`src/rtl/hazard_scoreboard_pkg.sv`:
```
// Shared types and constants for the hazard scoreboard.
// Default widths, MDU latencies and Tnew/Tuse encodings.
package hazard_scoreboard_pkg;

    localparam int PKG_REG_AW = 5;
    localparam int PKG_TNEW_W = 2;

    // Write descriptor at the default widths
    typedef struct packed {
        logic                  valid;
        logic [PKG_REG_AW-1:0] dst;
        logic [PKG_TNEW_W-1:0] tnew;
    } desc_t;

    localparam int SEL_GRF = 0;

    localparam int MULT_LAT_C = 5;
    localparam int DIV_LAT_C  = 10;

    // Tnew measured at E entry
    localparam logic [PKG_TNEW_W-1:0] TNEW_JAL  = 2'd0;
    localparam logic [PKG_TNEW_W-1:0] TNEW_ALU  = 2'd1;
    localparam logic [PKG_TNEW_W-1:0] TNEW_LOAD = 2'd2;

    // Tuse measured at D
    localparam logic [PKG_TNEW_W-1:0] TUSE_BRANCH = 2'd0;
    localparam logic [PKG_TNEW_W-1:0] TUSE_ALU    = 2'd1;

endpackage

```
`src/rtl/hazard_scoreboard_match.sv`:
```
// Priority match of one source register against the write pipeline.
// Lowest stage index at or above LO wins; $0 never matches.
module hs_match
    import hazard_scoreboard_pkg::*;
#(
    parameter int N  = 3,
    parameter int LO = 0,
    parameter int AW = 5,
    parameter int TW = 2,
    parameter int IW = 3
) (
    input  logic [AW-1:0]        src_i,
    input  logic                 use_i,
    input  logic [N-1:0]         vld_i,
    input  logic [N-1:0][AW-1:0] dst_i,
    input  logic [N-1:0][TW-1:0] tnew_i,
    output logic                 hit_o,
    output logic [IW-1:0]        idx_o,
    output logic [TW-1:0]        tnew_o
);

    // Scan oldest to youngest so the nearest match overwrites
    always_comb begin
        hit_o  = 1'b0;
        idx_o  = '0;
        tnew_o = '0;
        for (int k = N - 1; k >= LO; k--) begin
            if (use_i && src_i != '0 &&
                vld_i[k] && dst_i[k] == src_i) begin
                hit_o  = 1'b1;
                idx_o  = IW'(k);
                tnew_o = tnew_i[k];
            end
        end
    end

endmodule

```
`src/rtl/hazard_scoreboard.sv`:
```
// Hazard scoreboard: in-flight write pipeline, forward selects,
// data/MDU stall and the multiply/divide busy counter.
module hazard_scoreboard
    import hazard_scoreboard_pkg::*;
#(
    parameter int NUM_STAGES = 3,
    parameter int REG_AW     = PKG_REG_AW,
    parameter int TNEW_W     = PKG_TNEW_W,
    parameter int SEL_W      = 3,
    parameter int MULT_LAT   = MULT_LAT_C,
    parameter int DIV_LAT    = DIV_LAT_C
) (
    input  logic              clk,
    input  logic              rst_n,
    input  logic [REG_AW-1:0] d_rs,
    input  logic [REG_AW-1:0] d_rt,
    input  logic [TNEW_W-1:0] d_tuse_rs,
    input  logic [TNEW_W-1:0] d_tuse_rt,
    input  logic              d_use_rs,
    input  logic              d_use_rt,
    input  logic              d_wr_en,
    input  logic [REG_AW-1:0] d_wr_dst,
    input  logic [TNEW_W-1:0] d_tnew,
    input  logic              d_is_mdu,
    input  logic              e_mdu_start,
    input  logic              e_mdu_div,
    output logic              stall,
    output logic [SEL_W-1:0]  fwd_sel_d_rs,
    output logic [SEL_W-1:0]  fwd_sel_d_rt,
    output logic [SEL_W-1:0]  fwd_sel_e_rs,
    output logic [SEL_W-1:0]  fwd_sel_e_rt,
    output logic              mdu_busy
);

    localparam int MAX_LAT = (MULT_LAT > DIV_LAT) ? MULT_LAT : DIV_LAT;
    localparam int CNT_W   = $clog2(MAX_LAT + 1);

    logic [NUM_STAGES-1:0]             vld_q, vld_d;
    logic [NUM_STAGES-1:0][REG_AW-1:0] dst_q, dst_d;
    logic [NUM_STAGES-1:0][TNEW_W-1:0] tnew_q, tnew_d;

    logic [REG_AW-1:0] e_rs_q, e_rs_d, e_rt_q, e_rt_d;
    logic              e_use_rs_q, e_use_rs_d;
    logic              e_use_rt_q, e_use_rt_d;

    logic [CNT_W-1:0]  cnt_q, cnt_d;
    logic              busy_q, busy_d;

    logic              d_rs_hit, d_rt_hit, e_rs_hit, e_rt_hit;
    logic [SEL_W-1:0]  d_rs_idx, d_rt_idx, e_rs_idx, e_rt_idx;
    logic [TNEW_W-1:0] d_rs_tn, d_rt_tn, e_rs_tn, e_rt_tn;
    logic              d_rs_haz, d_rt_haz, mdu_stall;

    hs_match #(
        .N(NUM_STAGES), .LO(0), .AW(REG_AW), .TW(TNEW_W), .IW(SEL_W)
    ) u_m_d_rs (
        .src_i(d_rs), .use_i(d_use_rs),
        .vld_i(vld_q), .dst_i(dst_q), .tnew_i(tnew_q),
        .hit_o(d_rs_hit), .idx_o(d_rs_idx), .tnew_o(d_rs_tn)
    );

    hs_match #(
        .N(NUM_STAGES), .LO(0), .AW(REG_AW), .TW(TNEW_W), .IW(SEL_W)
    ) u_m_d_rt (
        .src_i(d_rt), .use_i(d_use_rt),
        .vld_i(vld_q), .dst_i(dst_q), .tnew_i(tnew_q),
        .hit_o(d_rt_hit), .idx_o(d_rt_idx), .tnew_o(d_rt_tn)
    );

    hs_match #(
        .N(NUM_STAGES), .LO(1), .AW(REG_AW), .TW(TNEW_W), .IW(SEL_W)
    ) u_m_e_rs (
        .src_i(e_rs_q), .use_i(e_use_rs_q),
        .vld_i(vld_q), .dst_i(dst_q), .tnew_i(tnew_q),
        .hit_o(e_rs_hit), .idx_o(e_rs_idx), .tnew_o(e_rs_tn)
    );

    hs_match #(
        .N(NUM_STAGES), .LO(1), .AW(REG_AW), .TW(TNEW_W), .IW(SEL_W)
    ) u_m_e_rt (
        .src_i(e_rt_q), .use_i(e_use_rt_q),
        .vld_i(vld_q), .dst_i(dst_q), .tnew_i(tnew_q),
        .hit_o(e_rt_hit), .idx_o(e_rt_idx), .tnew_o(e_rt_tn)
    );

    assign d_rs_haz  = d_rs_hit && (d_rs_tn > d_tuse_rs);
    assign d_rt_haz  = d_rt_hit && (d_rt_tn > d_tuse_rt);
    assign mdu_stall = d_is_mdu && (busy_q || e_mdu_start);
    assign stall     = rst_n && (d_rs_haz || d_rt_haz || mdu_stall);

    assign fwd_sel_d_rs = (d_rs_hit && d_rs_tn == '0) ?
                          d_rs_idx + 1'b1 : SEL_W'(SEL_GRF);
    assign fwd_sel_d_rt = (d_rt_hit && d_rt_tn == '0) ?
                          d_rt_idx + 1'b1 : SEL_W'(SEL_GRF);
    assign fwd_sel_e_rs = (e_rs_hit && e_rs_tn == '0) ?
                          e_rs_idx + 1'b1 : SEL_W'(SEL_GRF);
    assign fwd_sel_e_rt = (e_rt_hit && e_rt_tn == '0) ?
                          e_rt_idx + 1'b1 : SEL_W'(SEL_GRF);

    assign mdu_busy = busy_q;

    // Age descriptors one stage; stage 0 takes D or a bubble
    always_comb begin
        vld_d  = '0;
        dst_d  = '0;
        tnew_d = '0;
        for (int k = 1; k < NUM_STAGES; k++) begin
            vld_d[k]  = vld_q[k-1];
            dst_d[k]  = dst_q[k-1];
            tnew_d[k] = (tnew_q[k-1] == '0) ? '0 : tnew_q[k-1] - 1'b1;
        end
        if (!stall) begin
            vld_d[0]  = d_wr_en && (d_wr_dst != '0);
            dst_d[0]  = d_wr_dst;
            tnew_d[0] = d_tnew;
        end
    end

    // E source tags follow D unless D is held back
    always_comb begin
        e_rs_d     = '0;
        e_rt_d     = '0;
        e_use_rs_d = 1'b0;
        e_use_rt_d = 1'b0;
        if (!stall) begin
            e_rs_d     = d_rs;
            e_rt_d     = d_rt;
            e_use_rs_d = d_use_rs;
            e_use_rt_d = d_use_rt;
        end
    end

    // MDU countdown; a new start always reloads
    always_comb begin
        cnt_d = (cnt_q == '0) ? '0 : cnt_q - 1'b1;
        if (e_mdu_start)
            cnt_d = e_mdu_div ? CNT_W'(DIV_LAT) : CNT_W'(MULT_LAT);
        busy_d = (cnt_d != '0);
    end

    // All scoreboard state; reset drops everything in flight
    always_ff @(posedge clk or negedge rst_n) begin
        if (!rst_n) begin
            vld_q      <= '0;
            dst_q      <= '0;
            tnew_q     <= '0;
            e_rs_q     <= '0;
            e_rt_q     <= '0;
            e_use_rs_q <= 1'b0;
            e_use_rt_q <= 1'b0;
            cnt_q      <= '0;
            busy_q     <= 1'b0;
        end else begin
            vld_q      <= vld_d;
            dst_q      <= dst_d;
            tnew_q     <= tnew_d;
            e_rs_q     <= e_rs_d;
            e_rt_q     <= e_rt_d;
            e_use_rs_q <= e_use_rs_d;
            e_use_rt_q <= e_use_rt_d;
            cnt_q      <= cnt_d;
            busy_q     <= busy_d;
        end
    end

    // A producer still pending when its consumer reaches E means D missed a stall
    a_e_ready: assert property (@(posedge clk) disable iff (!rst_n)
        !(e_rs_hit && e_rs_tn != '0) && !(e_rt_hit && e_rt_tn != '0));

endmodule

```
`config.mk`:
```
export PLATFORM = sky130hd
export DESIGN_NAME = hazard_scoreboard
export DESIGN_NICKNAME = d
export VERILOG_FILES = /design/src/rtl/hazard_scoreboard_pkg.sv /design/src/rtl/hazard_scoreboard_match.sv /design/src/rtl/hazard_scoreboard.sv
export SDC_FILE = /design/constraint.sdc
export NUM_CORES = 1
export LEC_CHECK = 0
export CORE_MARGIN = 2
export CORE_UTILIZATION = 51
export CTS_BUF_LIST = sky130_fd_sc_hd__clkbuf_2 sky130_fd_sc_hd__clkbuf_4 sky130_fd_sc_hd__clkbuf_8
export DETAILED_ROUTE_END_ITERATION = 10
export PLACE_DENSITY_LB_ADDON = 0.08
export SLEW_MARGIN = 20
export SYNTH_ARGS = -nofsm -noshare
export SYNTH_HDL_FRONTEND = slang
export SYNTH_HIERARCHICAL = 1
export SYNTH_SLANG_ARGS = --single-unit
```
`constraint.sdc`:
```
create_clock -name clk -period 2.8 [get_ports clk]
set_input_delay 0.42 -clock clk [delete_from_list [all_inputs] [get_ports clk]]
set_output_delay 0.42 -clock clk [all_outputs]
set_load 0.005 [all_outputs]
```
# --- Word-level counts from Yosys, hierarchy flattened ---
# Cells that the tools add are included.
totals:
  reg_bits: 41
  latch_bits: 0
  ramBits: 0
  romBits: 0
  out_inout_bits: 14
  elab_cells: 127
  mem_count: 0
classes:
  n_addsub: 7
  mul: 0
  n_div: 0
  magnitude_cmp: 2
  eq_ne: 10
  shift: 0
  muxes: 46
  n_bitwise: 0
  n_reduce_logical: 49
ops:
  columns: ["operator", "count"]
  rows:
  - ["$eq 5x5->1", 10]
  - ["$mux 2", 23]
  - ["$logic_and 1x1->1", 33]
  - ["$reduce_bool 5->1", 5]
  - ["$mux 5", 3]
  - ["$mux 1", 13]
  - ["$add 3x1->3 const B", 4]
  - ["$logic_not 2->1", 6]
  - ["$mux 3", 4]
  - ["$mux 4", 3]
  - ["$gt 2x2->1", 2]
  - ["$logic_not 4->1", 1]
  - ["$reduce_bool 4->1", 1]
  - ["$sub 2x1->2 const B", 2]
  - ["$sub 4x1->4 const B", 1]
  - ["$logic_or 1x1->1", 3]

# --- Logic depth before layout (Yosys ltp) ---
# Gate-level depths: netlist (run 1).
depth:
  depth_word: 13
  mapped_depth: 11
  ltp_nobuf: 10

# --- By module ---
# The synthesis (run 1) kept the hierarchy.
by_module_without_submodules:
  columns: ["mod", "n_inst", "cells_per_inst", "area_each_um2", "seq_area_each_um2"]
  rows:
  - ["hazard_scoreboard", 1, 153, 1685.4, 1026.0]
  - ["hs_match (u_m_d_rs ...)", 2, 41, 332.8, 0.0]
  - ["hs_match (u_m_e_rs ...)", 2, 28, 222.7, 0.0]

# --- Worst setup path after synthesis (run 1) ---
# Ideal clock, no wire load.
synth_timing:
  path_type: "register -> output"
  from: "register dst_q (netlist bit dst_d[12])"
  to: "output port stall"
  arrival_ns: 2.608
  path_slack_ns: -0.228
  path_stages_with_launch: 10
  path_cell_list: "dfrtp_1 xor2_1 nor4_4 nand4b_4 or2_2 a31oi_1 ha_1 nor2b_4 o2111a_2 or3_1"
synth_between:
  elab_chain_len: 9
synth_lines:
  columns: ["item", "line_no", "text"]
  rows:
  - ["start, declared", "hazard_scoreboard.sv:39", "logic [NUM_STAGES-1:0][REG_AW-1:0] dst_q, dst_d;"]
  - ["start signal, assigned", "hazard_scoreboard.sv:155", "dst_q <= dst_d;"]
  - ["$eq 5x5->1", "hazard_scoreboard_match.sv:29", "vld_i[k] && dst_i[k] == src_i) begin"]
  - ["$logic_and 1x1->1", "hazard_scoreboard_match.sv:29", null]
  - ["$mux 2 (2 in a row)", "hazard_scoreboard_match.sv:28", "if (use_i && src_i != '0 &&"]
  - ["via d_rs_tn[1]", "hazard_scoreboard.sv:51", "logic [TNEW_W-1:0] d_rs_tn, d_rt_tn, e_rs_tn, e_rt_tn;"]
  - ["$gt 2x2->1", "hazard_scoreboard.sv:86", "assign d_rs_haz = d_rs_hit && (d_rs_tn > d_tuse_rs);"]
  - ["$logic_and 1x1->1", "hazard_scoreboard.sv:86", null]
  - ["$logic_or 1x1->1 (2 in a row)", "hazard_scoreboard.sv:89", "assign stall = rst_n && (d_rs_haz || d_rt_haz || mdu_stall);"]
  - ["$logic_and 1x1->1", "hazard_scoreboard.sv:89", null]
  - ["end, declared", "hazard_scoreboard.sv:27", "output logic stall,"]
# The timed path passes the listed nets, and every way through them passes these cells.

# --- Final worst setup path (run 1) ---
layout_timing:
  from: "register dst_q[14] (netlist bit)"
  to: "output port stall"
layout_between:
  elab_chain_len: 10
layout_lines:
  columns: ["item", "line_no"]
  rows:
  - ["$eq 5x5->1", "hazard_scoreboard_match.sv:29"]
  - ["$logic_and 1x1->1", "hazard_scoreboard_match.sv:29"]
  - ["$mux 2 (3 in a row)", "hazard_scoreboard_match.sv:28"]
  - ["via d_rs_tn[0]", "hazard_scoreboard.sv:51"]
  - ["$gt 2x2->1", "hazard_scoreboard.sv:86"]
  - ["$logic_and 1x1->1", "hazard_scoreboard.sv:86"]
  - ["$logic_or 1x1->1 (2 in a row)", "hazard_scoreboard.sv:89"]
  - ["$logic_and 1x1->1", "hazard_scoreboard.sv:89"]
# The timed path passes the listed nets, and every way through them passes these cells.

==> impl_results.md, run 1 <==
- Synth warnings: 6
- Iteration-0 DRC Markers: 130
- Total CTS buffers: 5
- Placed standard-cell area: 3660 um2
- Worst Skew: between 0.01 and 0.015 ns
- Status: complete, but fails checks
- Least-Margin Pin Slew: between 0.5 and 0.6 ns
- Worst vdd ir: 0.235 mV
- Final hold viol count: 0
- Finished Layout Cells: 477
- Fmax: approximately 0.28 GHz
- Final hold slack: 0.414 ns
- Layout cells sized above 1: 0.459
- Vias in the first global route: 2582
- Pleak: 1.88 nW
- Mapped Cells: a little under 300
- Hold WC Path Type: input pin to flip-flop
- DRC: 0
- Mapped Area: around 2800 um2
- Largest net degree at the start of global routing: 37
- Crit-path cells: xor2_1, nor4_1, buf_4, and4b_4, buf_6, nand3_4, a31oi_4, inv_2, ha_4, nand2_2, o2111a_2, or3_1, buf_2
- Area leader, netlist: dfrtp_1
- Worst-path maximum fanout: 3
- CP Capture Type: output pin
- Power, Total: 1.49 mW
- Reg power frac: 0.466
- Vias: 2679
- FP Rows: 26
- DR pass1 iterations: 4
- Synth top area share: 0.367
- Clock sink count: 41
- Count of cell types in the netlist: between 40 and 50
- Buf/Inv on CP: 4
- Number of synthesized flops with an enable pin: 0
- Unrepaired setup endpoints after global routing: yes
- Die width: roughly 80 um
- Final worst slack: -0.785 ns
- Total grt overflow: 0
- Skew-Pair Late Insertion Delay: around 0.30 ns
- Sw Pwr: 0.470 mW
- Placed Cells: 451
- Final ANT Viol Nets: 0
- IO Pins: 43
- Vias/cell: 5.62
- # diodes: 0
- Post-synthesis async set-or-reset flop share: 1.00
- Yosys reg bits: 41
- Initial antenna violation count: 0
- Comb pwr share: 0.267
- Layout area overhead: 50.5%
- Clock H-tree levels: 2
- Hpwl dp: 5270 um
- First-pass GRT wire length: around 12000 um
- Sw Share: 0.316
- Critical Path Slowest Stage Cell: dfrtp_2
- Reg clk slew, reported paths: approximately 0.08 ns
- DP Worst Slack: -1.30 ns
- Routed WL per cell: 17.8 um
- Post-Syn Nets: 328
- Final min period: roughly 3.6 ns
- Worst setup SP type: flip-flop
- Slew Limit Fails: 0
- P_int: approximately 1.0 mW
- Util after Layout: 0.809
- Setup TNS: -3.74 ns
- Power per standard cell area: ~350 nW/um2
- Max_slew headroom: 0.645
- Longest Clk Path Bufs: 2
- Clk pwr share: 0.267
- CTS tree: done
- Crit-path max cell delay: roughly 0.45 ns
- PortBufs: between 40 and 50
- Max-Cap Viols: 0
- Synth top area cells: dfrtp_1 (37%), xnor2_1 (12%), xor2_1 (5.0%), nor3_1 (4.8%), nand2_1 (4.4%)
- Crit Path Category: flip-flop to output pin
- Post-Syn Area per Cell: 9.61 um2
- GP Congestion: ~0.85
- Failing checks: negative setup slack
- WP data arrival: between 3 and 4 ns
- DIE HEIGHT: approximately 80 um
- Count leader, synth: dfrtp_1
- Net total in the final layout: 443
- Synth top cells by count: dfrtp_1 (41), xnor2_1 (38), nand2_1 (33), nor3_1 (27), nor2_1 (17)
- Main synth FF type: dfrtp_1
- Clk Tree Root Cell: clkbuf_8
- Initial Util: 0.537
- CP top delay family: simple AND/OR/NAND/NOR gates
- Core Area: approximately 5200 um2
- # setup viols final: 28
- Proportion of synthesized chip area in sequential cells: 0.367
- Design area: approximately 4200 um2
- Worst EP required: roughly 2.4 ns
- GRT Overall Usage: 0.256
- Final period utilization: 1.28
- Die ar.: around 6100 um2
- Aggregate routed wire length: 8480 um
placed cells by master (no fill, tap or decap), types with 5 or more instances in the layout:
master,Yosys,routed
buf_2,4,15
buf_4,4,63
buf_6,2,12
clkbuf_2,0,7
clkbuf_8,0,5
clkdlybuf4s50_1,0,17
dfrtp_1,41,38
inv_1,13,10
nand2_1,33,30
nand3_1,11,7
nand4_1,6,6
nor2_1,17,9
nor2_2,0,5
nor3_1,27,18
nor3_2,2,7
xnor2_1,38,32
xnor2_2,0,6
xor2_1,16,13
layout make-up:
cell class                      instances  area, um2
Tap cell                               70       87.6
Sequential cell                        41       1030
Clock buffer                            5       68.8
Inverter                               13       48.8
Timing Repair Buffer                  118        925
Fill cell                             328        996
Multi-Input combinational cell        227       2030
Clock inverter                          3       22.5
routing by layer:
layer,track usage,wire [um],vias to the layer above
li1,-,-,1228
met3,0.0414,441,28
met5,0,0,-
met2,0.471,4470,93
met1,0.306,3250,1330
met4,0.0772,319,0
worst min-delay path, delay by kind of cell:
family / cells / cell delay (ns)
buffers and inverters: 1 / 0.13
AND/OR/NAND/NOR: 2 / 0.13
flip-flops by register name (all words and copies together) (netlist names):
signal and flops:
dst_d 10, tnew_q 6, dst_q 5, e_rs_q 5, e_rt_q 5, cnt_q 4, vld_q 3, e_use_rs_q 1
e_use_rt_q 1, mdu_busy 1
power groups by stage:
stage          clock (mW)  sequential (mW)  combinational, mW
4_1_cts             0.400            0.685              0.364
2_1_floorplan           0            0.692              0.171
5_1_grt             0.424            0.699              0.428
6_report            0.396            0.693              0.397
3_3_place_gp            0            0.694              0.331
3_5_place_dp            0            0.697              0.340
repair_timing:
action	in CTS	in global routing
cloned	0	0
hold buffers	1	0
buffers inserted	11	7
pin swaps	38	36
resized for setup	99	64
setup endpoints to repair	33	32
endpoints found under the hold margin	5	0
logic make-up after synthesis:
kind of cell | Yosys count | share of synthesized area
AOI/OAI and AO/OA | 21 | 0.0716
xor gates and xnor gates | 54 | 0.169
adders and majority gates | 8 | 0.0358
buffers and inverters | 23 | 0.0434
DFF | 41 | 0.367
muxes | 5 | 0.0251
other | 4 | 0.00537
and+or+nand+nor | 135 | 0.283
worst paths after layout:
| check | from | end | slack (ns) | cells after the start |
|---|---|---|---|---|
| max reg2reg | dst_q[14] | e_rt_q[1] | -0.12 | 13 |
| max | dst_q[14] | stall | -0.79 | 13 |
| min in group asynchronous | rst_n | mdu_busy | 0.51 | 2 |
| max in group asynchronous | rst_n | dst_q[10] | 1.57 | 3 |
| min | d_rs[0] | e_rs_q[0] | 0.41 | 3 |
| min reg2reg | vld_q[0] | vld_q[1] | 0.43 | 0 |
No activity file was read; power rests on OpenSTA's default activity.
==> inputs of run 2 (changes only) <==
- CORE_MARGIN: 2 -> 5
- clock period: 2.8 -> 3.1 ns (I/O delays scaled with it)
==> impl_results.md, run 2 (synthesis gave the netlist of run 1 again) <==
- GP Congestion: 0.881 (+4.0%)
- Net total in the final layout: 433 (-2.3%)
- CTS tree: done
- Final ANT Viol Nets: 0 (unchanged)
- DR pass1 iterations: 4 (unchanged)
- Unrepaired setup endpoints after global routing: yes
- CP Capture Type: output pin
- Worst Skew: 0.0130 ns (-0.000405 ns)
- Status: complete, but fails checks
- Final min period: between 3 and 4 ns
- Worst setup SP type: flip-flop
- Commonest non-fill, non-tap cell in the layout: buf_4
- Reg-to-Reg End: e_rt_q[0]
- Aggregate routed wire length: 6900 um (-19%)
- GRT Overall Usage: 0.203 (-0.0529)
- Clock sink count: 41 (unchanged)
- DP Worst Slack: -1.11 ns (+0.186 ns)
- WP data arrival: 3.10 ns (-0.07 ns)
- Hpwl dp: 4980 um (-5.5%)
- Reg2Reg Setup Slack: 0.26 ns (+0.38 ns)
- Clock H-tree levels: 2 (unchanged)
- Crit Path Category: flip-flop to output pin
- RR Startpoint: dst_q[10]
- Most frequent cells in the layout: buf_4 (61), dfrtp_1 (38), xnor2_1 (34)
- Comb pwr share: 0.246 (-0.021)
- Least-Margin Pin Slew: 0.848 ns (+0.322 ns)
- Routed WL per cell: 14.7 um (-17%)
- Layout cells sized above 1: 0.355 (-0.104)
- Crit-path max cell delay: 0.45 ns (about the same)
- Layout area overhead: 42.7%
- Clk Tree Root Cell: clkbuf_8
- IO Pins: 43 (unchanged)
- P_int: 0.924 mW (-9.1%)
- Die width: 84.1 um (+7.7%)
- Design area: 3990 um2 (-5.2%)
- Largest net degree at the start of global routing: 35 (-5.4%)
- Initial antenna violation count: 0 (unchanged)
- Finished Layout Cells: 469 (-1.7%)
- DRC: 0 (unchanged)
- Crit-path cells: xor2_1, nor4_2, buf_4, and4b_4, nand3_4, a31oi_4, ha_4, nor2b_4, o2111a_2, or3_1, buf_2
- Worst-path maximum fanout: 3 (unchanged)
- FP Rows: 27 (+3.8%)
- Largest register FFs: 10 (unchanged)
- Vias/cell: 5.22 (-7.1%)
- Vias: 2447 (-8.7%)
- Total CTS buffers: 5 (unchanged)
- Reg power frac: 0.473 (+0.007)
- Worst EP required: 2.63 ns (+0.25 ns)
- Fmax: 0.281 GHz
- Vias in the first global route: 2538 (-1.7%)
- Failing checks: negative setup slack
- M2 GR Usage: 0.370 (-0.101)
- Initial Util: 0.517 (-0.0199)
- Met1 GRT Util: 0.227 (-0.0784)
- Reg clk slew, reported paths: 0.08 ns (about the same)
- First-pass GRT wire length: 11500 um (-6.1%)
- Setup TNS: -0.822 ns (+2.92 ns)
- Pleak: 1.84 nW (-2.4%)
- Hold WC Path Type: input pin to asynchronous set/reset pin
- Final worst slack: -0.462 ns (+0.323 ns)
- Die ar.: 7060 um2 (+16%)
- Final period utilization: 1.15
- Met3 Resource Use GR: 0.0444 (+0.00304)
- Max_slew headroom: 0.433 (-0.213)
- Clk pwr share: 0.281 (+0.014)
- Skew-Pair Late Insertion Delay: 0.30 ns (about the same)
- Final hold viol count: 0 (unchanged)
- Util after Layout: 0.738 (-0.0705)
- Placed Cells: 442 (-2.0%)
- R2R depth: 13 (unchanged)
- Core Area: 5410 um2 (+3.8%)
- Power per standard cell area: 330 nW/um2 (-6.6%)
- CTS Hold Bufs: 0 (-1)
- Final hold slack: 0.0302 ns (-0.384 ns)
- # diodes: 0 (unchanged)
- PortBufs: 42 (unchanged)
- Critical Path Slowest Stage Cell: dfrtp_1
- Longest Clk Path Bufs: 2 (unchanged)
- DIE HEIGHT: 84.1 um (+7.7%)
- Iteration-0 DRC Markers: 95 (-27%)
- Total grt overflow: 0 (unchanged)
- Sw Pwr: 0.392 mW (-17%)
- Sw Share: 0.298 (-0.0183)
- # setup viols final: 3 (-89%)
- Max-Cap Viols: 0 (unchanged)
- Slew Limit Fails: 0 (unchanged)
- Worst vdd ir: 0.246 mV (+4.6%)
- Gr busiest metal: met2
- Placed standard-cell area: 3580 um2 (-2.2%)
- Power, Total: 1.32 mW (-11%)
-- run 2: cell types whose count changed in the layout (fill, tap and decap cells not counted), moves of 3 or more --
cell           before  now
nor2_2              5    2
nor2_1              9   14
nand2_2             3    0
inv_1              10   13
buf_6              12    5
nand2_1            30   33
ha_4                4    1
clkbuf_2            7    3
nor3_1             18   25
nor3_2              7    1
dlygate4sd2_1       3    8
inv_2               3    0
buf_2              15    7
-- run 2: layout make-up --
cell class | instances | area, um2
Multi-Input combinational cell | 227 | 1840
Timing Repair Buffer | 108 | 882
Clock inverter | 2 | 13.8
Clock buffer | 6 | 82.6
Fill cell | 401 | 1420
Sequential cell | 41 | 1030
Tap cell | 72 | 90.1
Inverter | 13 | 48.8
-- run 2: worst max-delay path: cells and delay by family (launching register included) --
kind                     cells  cell delay [ns]
XOR/XNOR                     1             0.17
flip-flops                   1             0.45
buffers and inverters        2             0.29
AND/OR/NAND/NOR              5             1.16
AO/OA/AOI/OAI                2             0.48
adder cells (fa/ha/maj)      1             0.23
-- run 2: worst max-delay path by stage --
stage,depth (start not counted),from,end
final,11,dst_q[10],stall
after global routing,11,dst_q[10],stall
after CTS,12,dst_d[13],stall
after detailed placement,12,d_rs[2],stall
after global placement,12,d_rt[3],stall
after floorplan,9,d_rs[1],stall
-- run 2: power by group through the flow --
stage	combinational (mW)	clock [mW]	sequential (mW)
2_1_floorplan	0.155	0	0.625
3_3_place_gp	0.286	0	0.632
3_5_place_dp	0.291	0	0.633
4_1_cts	0.314	0.376	0.621
5_1_grt	0.352	0.401	0.629
6_report	0.323	0.370	0.623
-- run 2: layer usage --
layer | vias up | share of wire
met5 | - | 0
met1 | 1175 | 0.41
met4 | 0 | 0.021
met2 | 53 | 0.53
met3 | 13 | 0.038
li1 | 1206 | -
-- run 2: repair_timing --
action	CTS	global route
pin swaps	26	21
gates resized for setup	70	21
cloned	0	0
buffers inserted	13	6
endpoints found under the setup margin	33	9
==> inputs of run 3 (changes only) <==
- REMOVE_ABC_BUFFERS: unset -> 1
==> impl_results.md, run 3 (synthesis gave the netlist of run 1 again) <==
- Pleak: 1.87 nW (+1.8%)
- Status: complete, but fails checks
- Max-Cap Viols: 0 (unchanged)
- Net total in the final layout: 437 (+0.92%)
- P_int: 0.999 mW (+8.1%)
- Sw Share: 0.279 (-0.0185)
- Reg clk slew, reported paths: 0.08 ns (about the same)
- DRC: 0 (unchanged)
- Iteration-0 DRC Markers: 97 (+2.1%)
- Largest register FFs: 10 (unchanged)
- Final ANT Viol Nets: 0 (unchanged)
- CTS Hold Bufs: 0 (unchanged)
- Final min period: 3.52 ns (-0.0455 ns)
- Hpwl dp: 5230 um (+5.1%)
- Worst EP required: 2.63 ns (about the same)
- Failing checks: negative setup slack
- Worst setup SP type: flip-flop
- GP Congestion: 0.864 (-1.9%)
- # diodes: 0 (unchanged)
- Worst Skew: 0.00689 ns (-0.00609 ns)
- Clk pwr share: 0.314 (+0.033)
- Skew-Pair Late Insertion Delay: 0.30 ns (about the same)
- Aggregate routed wire length: 7100 um (+2.9%)
- Clock H-tree levels: 2 (unchanged)
- Reg-to-Reg End: e_rs_q[4]
- Reg power frac: 0.449 (-0.024)
- CTS tree: done
- Die width: 84.1 um (unchanged)
- Vias: 2481 (+1.4%)
- Total grt overflow: 0 (unchanged)
- Slew Limit Fails: 0 (unchanged)
- DIE HEIGHT: 84.1 um (unchanged)
- Routed WL per cell: 15.0 um (+2.1%)
- WP data arrival: 3.05 ns (-0.05 ns)
- Initial antenna violation count: 0 (unchanged)
- GRT Overall Usage: 0.211 (+0.00781)
- Final worst slack: -0.417 ns (+0.0455 ns)
- Final hold viol count: 0 (unchanged)
- FP Rows: 27 (unchanged)
- First-pass GRT wire length: 12000 um (+4.5%)
- R2R depth: 12 (-1)
- Worst vdd ir: 0.245 mV (-0.33%)
- DR pass1 iterations: 4 (unchanged)
- Largest net degree at the start of global routing: 29 (-17%)
- Power, Total: 1.39 mW (+5.3%)
- Reg2Reg Setup Slack: 0.17 ns (-0.09 ns)
- IO Pins: 43 (unchanged)
- Clock sink count: 41 (unchanged)
- Sw Pwr: 0.387 mW (-1.3%)
- Fmax: 0.284 GHz (+1.3%)
- Vias/cell: 5.25 (+0.53%)
- Final hold slack: 0.0778 ns (+0.0476 ns)
- Filler cell count: 382 (-4.7%)
- Core Area: 5410 um2 (unchanged)
- Clk Tree Root Cell: clkbuf_8
- CP Capture Type: output pin
- Crit Path Category: flip-flop to output pin
- Layout cells sized above 1: 0.352 (-0.00354)
- Commonest non-fill, non-tap cell in the layout: buf_4
- Power per standard cell area: 340 nW/um2 (+2.9%)
- Max_slew headroom: 0.429 (-0.00367)
- Least-Margin Pin Slew: 0.854 ns (+0.00550 ns)
- PortBufs: 42 (unchanged)
- # setup viols final: 4 (+1)
- Comb pwr share: 0.237 (-0.009)
- Hold WC Path Type: input pin to asynchronous set/reset pin
- RR Startpoint: dst_q[13]
- Layout area overhead: 46.0%
- Final period utilization: 1.13 (-0.0147)
- Worst-path maximum fanout: 5 (+2)
- Initial Util: 0.517 (unchanged)
- Longest Clk Path Bufs: 2 (unchanged)
- Total CTS buffers: 5 (unchanged)
- Vias in the first global route: 2637 (+3.9%)
- Unrepaired setup endpoints after global routing: yes
- Most frequent cells in the layout: buf_4 (61), dfrtp_1 (39), xnor2_1 (36)
- Die ar.: 7060 um2 (unchanged)
[run 3: layout make-up]
type / instances / area (um2) / area share
multi-input cells: 227 / 1850 / 0.453
flip-flops and latches: 41 / 1030 / 0.252
repair buffers: 112 / 951 / 0.233
well taps: 72 / 90.1 / 0.0221
clock buffers: 6 / 76.3 / 0.0187
inverters: 13 / 48.8 / 0.0120
clock inverters: 2 / 38.8 / 0.00950
[run 3: power groups by stage]
stage | clock network, mW | registers (mW) | logic [mW]
3_5_place_dp | 0 | 0.634 | 0.293
6_report | 0.435 | 0.622 | 0.329
2_1_floorplan | 0 | 0.625 | 0.150
3_3_place_gp | 0 | 0.633 | 0.288
4_1_cts | 0.446 | 0.620 | 0.320
5_1_grt | 0.465 | 0.627 | 0.358
[run 3: worst max path at each step]
stage / slack [ns] / start / endpoint / cells after the start
after floorplan: -0.16 / d_rt[1] / stall / 9
after global placement: -1.09 / d_rs[2] / stall / 12
after detailed placement: -1.09 / d_rs[2] / stall / 12
after CTS: -0.45 / dst_d[12] / stall / 11
after global routing: -0.50 / dst_d[10] / stall / 11
final: -0.42 / dst_d[10] / stall / 11
[run 3: critical path, stage by stage, from the launching register on]
cell and delay (ns):
dfrtp_2 0.45, buf_4 0.15, xor2_1 0.17, nor4_4 0.35
nand4b_4 0.17, or2_4 0.27, a31oi_4 0.14, ha_1 0.26
nor2b_1 0.13, o2111a_1 0.23, or3_1 0.30, buf_2 0.14
[run 3: metrics by stage]
step | instances | utilization | instance area, um2 | setup slack (ns) | setup TNS (ns)
after floorplan | 281 | - | 2720 | -0.158 | -0.158
after global placement | 443 | 0.664 | 3590 | -1.09 | -8.92
after detailed placement | 443 | 0.664 | 3590 | -1.09 | -9.67
after CTS | 470 | 0.738 | 3990 | -0.452 | -0.865
after global routing | 473 | 0.755 | 4080 | -0.505 | -1.20
final | 473 | 0.755 | 4080 | -0.417 | -0.700
[run 3: routing by layer]
| layer | wire length [um] | global-route usage | part of all wire | vias to the layer above |
|---|---|---|---|---|
| met5 | 0 | 0 | 0 | - |
| met4 | 183 | 0.0716 | 0.026 | 0 |
| met3 | 316 | 0.0424 | 0.044 | 16 |
| met2 | 3610 | 0.373 | 0.51 | 58 |
| met1 | 3000 | 0.252 | 0.42 | 1190 |
| li1 | - | - | - | 1217 |
[run 3: what timing repair did]
item | 4_1_cts | 5_1_grt
buffers inserted | 19 | 7
gates resized for setup | 81 | 21
endpoints found under the setup margin | 15 | 8
pin swaps | 23 | 12
==> RTL edit 1, RTL diff (flow settings as in run 1) <==
Set the parameter `NUM_STAGES` to 5 (it was 3).
--- a/src/rtl/hazard_scoreboard.sv
+++ b/src/rtl/hazard_scoreboard.sv
@@ -4,5 +4,5 @@
     import hazard_scoreboard_pkg::*;
 #(
-    parameter int NUM_STAGES = 3,
+    parameter int NUM_STAGES = 5,
     parameter int REG_AW     = PKG_REG_AW,
     parameter int TNEW_W     = PKG_TNEW_W,
Check against the original RTL: not equivalent (Yosys sat finds a counterexample within 10 cycles, from zero or initial values and one cycle with rst_n low).
==> RTL edit 1 against run 1 <==
- the flow still finishes with violations (setup timing)
- sequential power up 38%
- critical path depth unchanged
- total power up 52%
- area after synthesis up 41%
- global-route usage up 2.8 points
- routed wire length up 37%
- die area up 38%
- sequential cell count up 16
- setup slack worse by 180 ps
- combinational power up 38%
- final area up 37%
- largest power group unchanged
- synthesized cell count up 41%
==> RTL edit 1: results (changes against run 1) <==
[outcome]
status = finished, violations left  ; unchanged
violations = setup timing  ; unchanged

[cts]
h-tree-depth = 3  ; was 2
ctsResizeCount = 111  ; was 99
numCtsBuffers = 9  ; was 5
cts_setup_buffers = 28  ; was 11
clk_pin_slew_worst_paths_ps = 60  ; was 80 ps
root_buffer = clkbuf_8  ; unchanged
clkLatencyLatePin_ps = 340  ; was 300 ps

[finish]
fillers = 524  ; was 328
largest_reg_flops = 20  ; was 10
layout.nets = 598  ; was 443
drive_gt1_frac = 0.4435  ; was 0.4595

[timing]
worst_slew_pin_slew_ps = 594.7  ; was 526.9 ps
setup_viol = 33  ; was 28
layout_setup_ws_ps = -968.1  ; was -785.0 ps
finClkSkew_ps = 8.963  ; was 13.38 ps
tns_ps = -13870  ; was -3742 ps

[power]
switching_share = 0.2867  ; was 0.3159
pwr-share-seq = 0.421  ; was 0.466
p_int_mw = 1.613  ; was 1.017 mW
combPwrFrac = 0.241  ; was 0.267
peakVddDrop_v = 0.0003793  ; was 0.0002355 V
p_leak_nw = 2.616  ; was 1.884 nW

[yosys]
synth_fa_ha_area_frac = 0.02545  ; was 0.03579
ys_seq_area_frac = 0.3627  ; was 0.3669
synth_area_leaders = dfrtp_1 36%, xor2_1 11%, xnor2_1 9.8%  ; was dfrtp_1 37%, xnor2_1 12%, xor2_1 5.0%
synth_xor_area_frac = 0.2094  ; was 0.1691
synth-compound-area-share = 0.08654  ; was 0.07159
synth_commonest_cells = 57 x dfrtp_1, 50 x xor2_1, 44 x xnor2_1  ; was 41 x dfrtp_1, 38 x xnor2_1, 33 x nand2_1
synth_cell_types = 49  ; was 43
synthMuxAreaShare = 0.002545  ; was 0.02506
synth_fp_nets = 447  ; was 328

[placed_design]
place_congestion = 0.9176  ; was 0.8477
dp_hpwl_um = 8309  ; was 5266 um
port-buffer-count = 42  ; unchanged

[hold_path]
hold_path.class = in -> reg  ; unchanged

[route]
wl_per_cell_um = 17.34  ; was 17.78 um
first_iter_violations = 208  ; was 130
routed_via_density = 5.398  ; was 5.616

[worst_setup_path]
cp_slowest_stage_delay_ps = 480  ; was 450 ps
slowest_stage = or4_1  ; was dfrtp_2
cp.arrival_ps = 3350  ; was 3170 ps

[grt]
grt_pass1_wl_um = 18310  ; was 12250 um
grt_pass1_vias = 3734  ; was 2582
grt_max_degree = 49  ; was 37
grt_use_total = 0.2839  ; was 0.2557

## RTL edit 1: cell types whose count changed after synthesis, sizes merged, moves of 8 or more
cell	run 1	this run
xor2	16	50
dfrtp	41	57
buf	10	24
nor2	17	27
nand3	11	2
a22o	0	8
and4	0	8
nor4	8	16
## RTL edit 1: per-stage QoR
stage,utilization,cell area [sq um],cells,setup WS [ps]
floorplan,-,4064,410,-694.0
global placement,0.6692,5091,619,-1584
detailed placement,0.6692,5091,619,-1625
CTS,0.7398,5628,663,-1009
global route,0.7577,5764,668,-1073
finish,0.7577,5764,668,-968.1
## RTL edit 1: area by class of cell
class | instances | area share
clock buffer | 11 | 0.02518
clock inverter | 5 | 0.009551
inverter | 19 | 0.01237
multi-input combinational | 306 | 0.4513
sequential | 57 | 0.2477
tap | 102 | 0.02214
timing repair buffer | 168 | 0.2318
## RTL edit 1: per-layer routing
layer | share of wire | vias to the layer above | global-route usage
met1 | 0.43 | 1756 | 0.3502
met5 | 0 | - | 0
met2 | 0.51 | 105 | 0.4896
li1 | - | 1719 | -
met3 | 0.037 | 26 | 0.04519
met4 | 0.030 | 0 | 0.1281
## RTL edit 1: final timing paths
kind / start / endpoint / slack (ps) / cells past startpoint
hold / removal: d_rt[0] / e_rt_q[0]$_DFF_PN0_ / 370 / 3
max in group asynchronous: rst_n / dst_d[17]$_DFF_PN0_ / 1310 / 3
min in group asynchronous: rst_n / cnt_q[0]$_DFF_PN0_ / 540 / 2
setup / recovery: d_rt[1] / stall / -970 / 13
setup reg to reg: dst_d[7]$_DFF_PN0_ / e_rt_q[0]$_DFF_PN0_ / -310 / 12
hold reg to reg: vld_q[0]$_DFF_PN0_ / vld_q[1]$_DFF_PN0_ / 410 / 0
==> RTL edit 2, RTL diff (flow settings as in run 1) <==
Without the edit above. Reset style: synchronous (`rst_n`), changed in one clocked block.
--- a/src/rtl/hazard_scoreboard.sv
+++ b/src/rtl/hazard_scoreboard.sv
@@ -140,5 +140,5 @@
 
     // All scoreboard state; reset drops everything in flight
-    always_ff @(posedge clk or negedge rst_n) begin
+    always_ff @(posedge clk) begin
         if (!rst_n) begin
             vld_q      <= '0;
Function: differs if rst_n is asserted again (counterexample within 4 cycles, from zero or initial values and one cycle with rst_n low); with rst_n held inactive, the same outputs for 10 cycles.
==> RTL edit 2 against run 1 <==
- the run still ends with setup timing left
- hold slack improved by 81 ps
- sequential cell count unchanged
- setup slack improved by 300 ps
- routed wire length increased by 0.32%
- total power decreased by 0.67%
- area after synthesis decreased by 5.3%
- final area decreased by 0.83%
- combinational power decreased by 18%
- highest routed layer unchanged
==> RTL edit 2: results (changes against run 1) <==
[outcome]
status = finished, violations left  ; unchanged
violations = setup timing  ; unchanged

[route]
met3_length_um = 456  ; was 441 um
first_iter_violations = 206  ; was 130
wl_per_cell_um = 17.58  ; was 17.78 um
drt-met1-wl_um = 3295  ; was 3250 um
drtPass1Iterations = 5  ; was 4
vias = 2617  ; was 2679
wl_met2_um = 4465  ; was 4471 um

[finish]
finalNonFillerCells = 484  ; was 477
layout.nets = 452  ; was 443

[worst_setup_path]
path_max_fanout = 5  ; was 3
reg2reg_to = e_rs_q[0]$_SDFF_PP0_  ; was e_rt_q[1]$_DFF_PN0_
reg2reg_from = dst_d[12]$_SDFF_PN0_  ; was dst_q[14]$_DFF_PN0_
cp_slowest_stage_delay_ps = 550  ; was 450 ps
reg2reg_depth = 14  ; was 13

[yosys]
synth_fa_ha_area_frac = 0.04724  ; was 0.03579
synth_commonest_cells = 41 x dfxtp_1, 38 x xnor2_1, 31 x and2_1  ; was 41 x dfrtp_1, 38 x xnor2_1, 33 x nand2_1
synth_xor_area_frac = 0.1786  ; was 0.1691
synth-compound-area-share = 0.08597  ; was 0.07159
synth_cell_types = 41  ; was 43
synth_area_leaders = dfxtp_1 31%, xnor2_1 13%, and2_1 7.3%  ; was dfrtp_1 37%, xnor2_1 12%, xor2_1 5.0%
synth_top_area_share = 0.3099  ; was 0.3669

[power]
switching_share = 0.2702  ; was 0.3159
peakVddDrop_v = 0.0002680  ; was 0.0002355 V
p_leak_nw = 1.766  ; was 1.884 nW
clockPowerShare = 0.339  ; was 0.267
combPwrFrac = 0.219  ; was 0.267

[timing]
tns_ps = -8109  ; was -3742 ps
layout_setup_ws_ps = -482.8  ; was -785.0 ps
setup_viol = 26  ; was 28

[grt]
grt_pass1_vias = 2707  ; was 2582
grt_max_degree = 22  ; was 37
grt_use_total = 0.2860  ; was 0.2557

[placed_design]
dp_hpwl_um = 5111  ; was 5266 um
place_congestion = 0.8813  ; was 0.8477
pre_cts_ws_ps = -1104  ; was -1298 ps

[hold_path]
whs_endpoint = e_use_rt_q$_SDFF_PP0_  ; was e_rs_q[0]$_DFF_PN0_
min-delay-start = d_use_rt  ; was d_rs[0]

## RTL edit 2: metal layers
layer / global-route usage / up-vias
li1: - / 1239
met1: 0.3180 / 1254
met2: 0.5214 / 103
met3: 0.04502 / 21
met4: 0.1545 / 0
met5: 0 / -
## RTL edit 2: timing repair
action,in CTS,in global routing
pin swaps,32,30
gates cloned,1,2
endpoints found under the setup margin,33,33
resized for setup,106,62
hold buffers,0,0
buffers inserted,15,11
## RTL edit 2: layout make-up
type | count | area, sq um | share of cell area
clock inverter | 2 | 37.54 | 0.008993
tap | 70 | 87.58 | 0.02098
clock buffer | 6 | 82.58 | 0.01978
multi-input combinational | 231 | 2103 | 0.5039
sequential | 41 | 842.1 | 0.2017
timing repair buffer | 118 | 960.9 | 0.2302
inverter | 16 | 60.06 | 0.01439
## RTL edit 2: cell families (layout without fill, tap and decap cells)
logic type,after synthesis,count (layout)
compound gates,27,30
buf+inv,24,142
simple gates,129,129
xor+xnor,54,54
mux,4,4
flops,41,41
other cells,4,4
fa+ha+maj,10,10
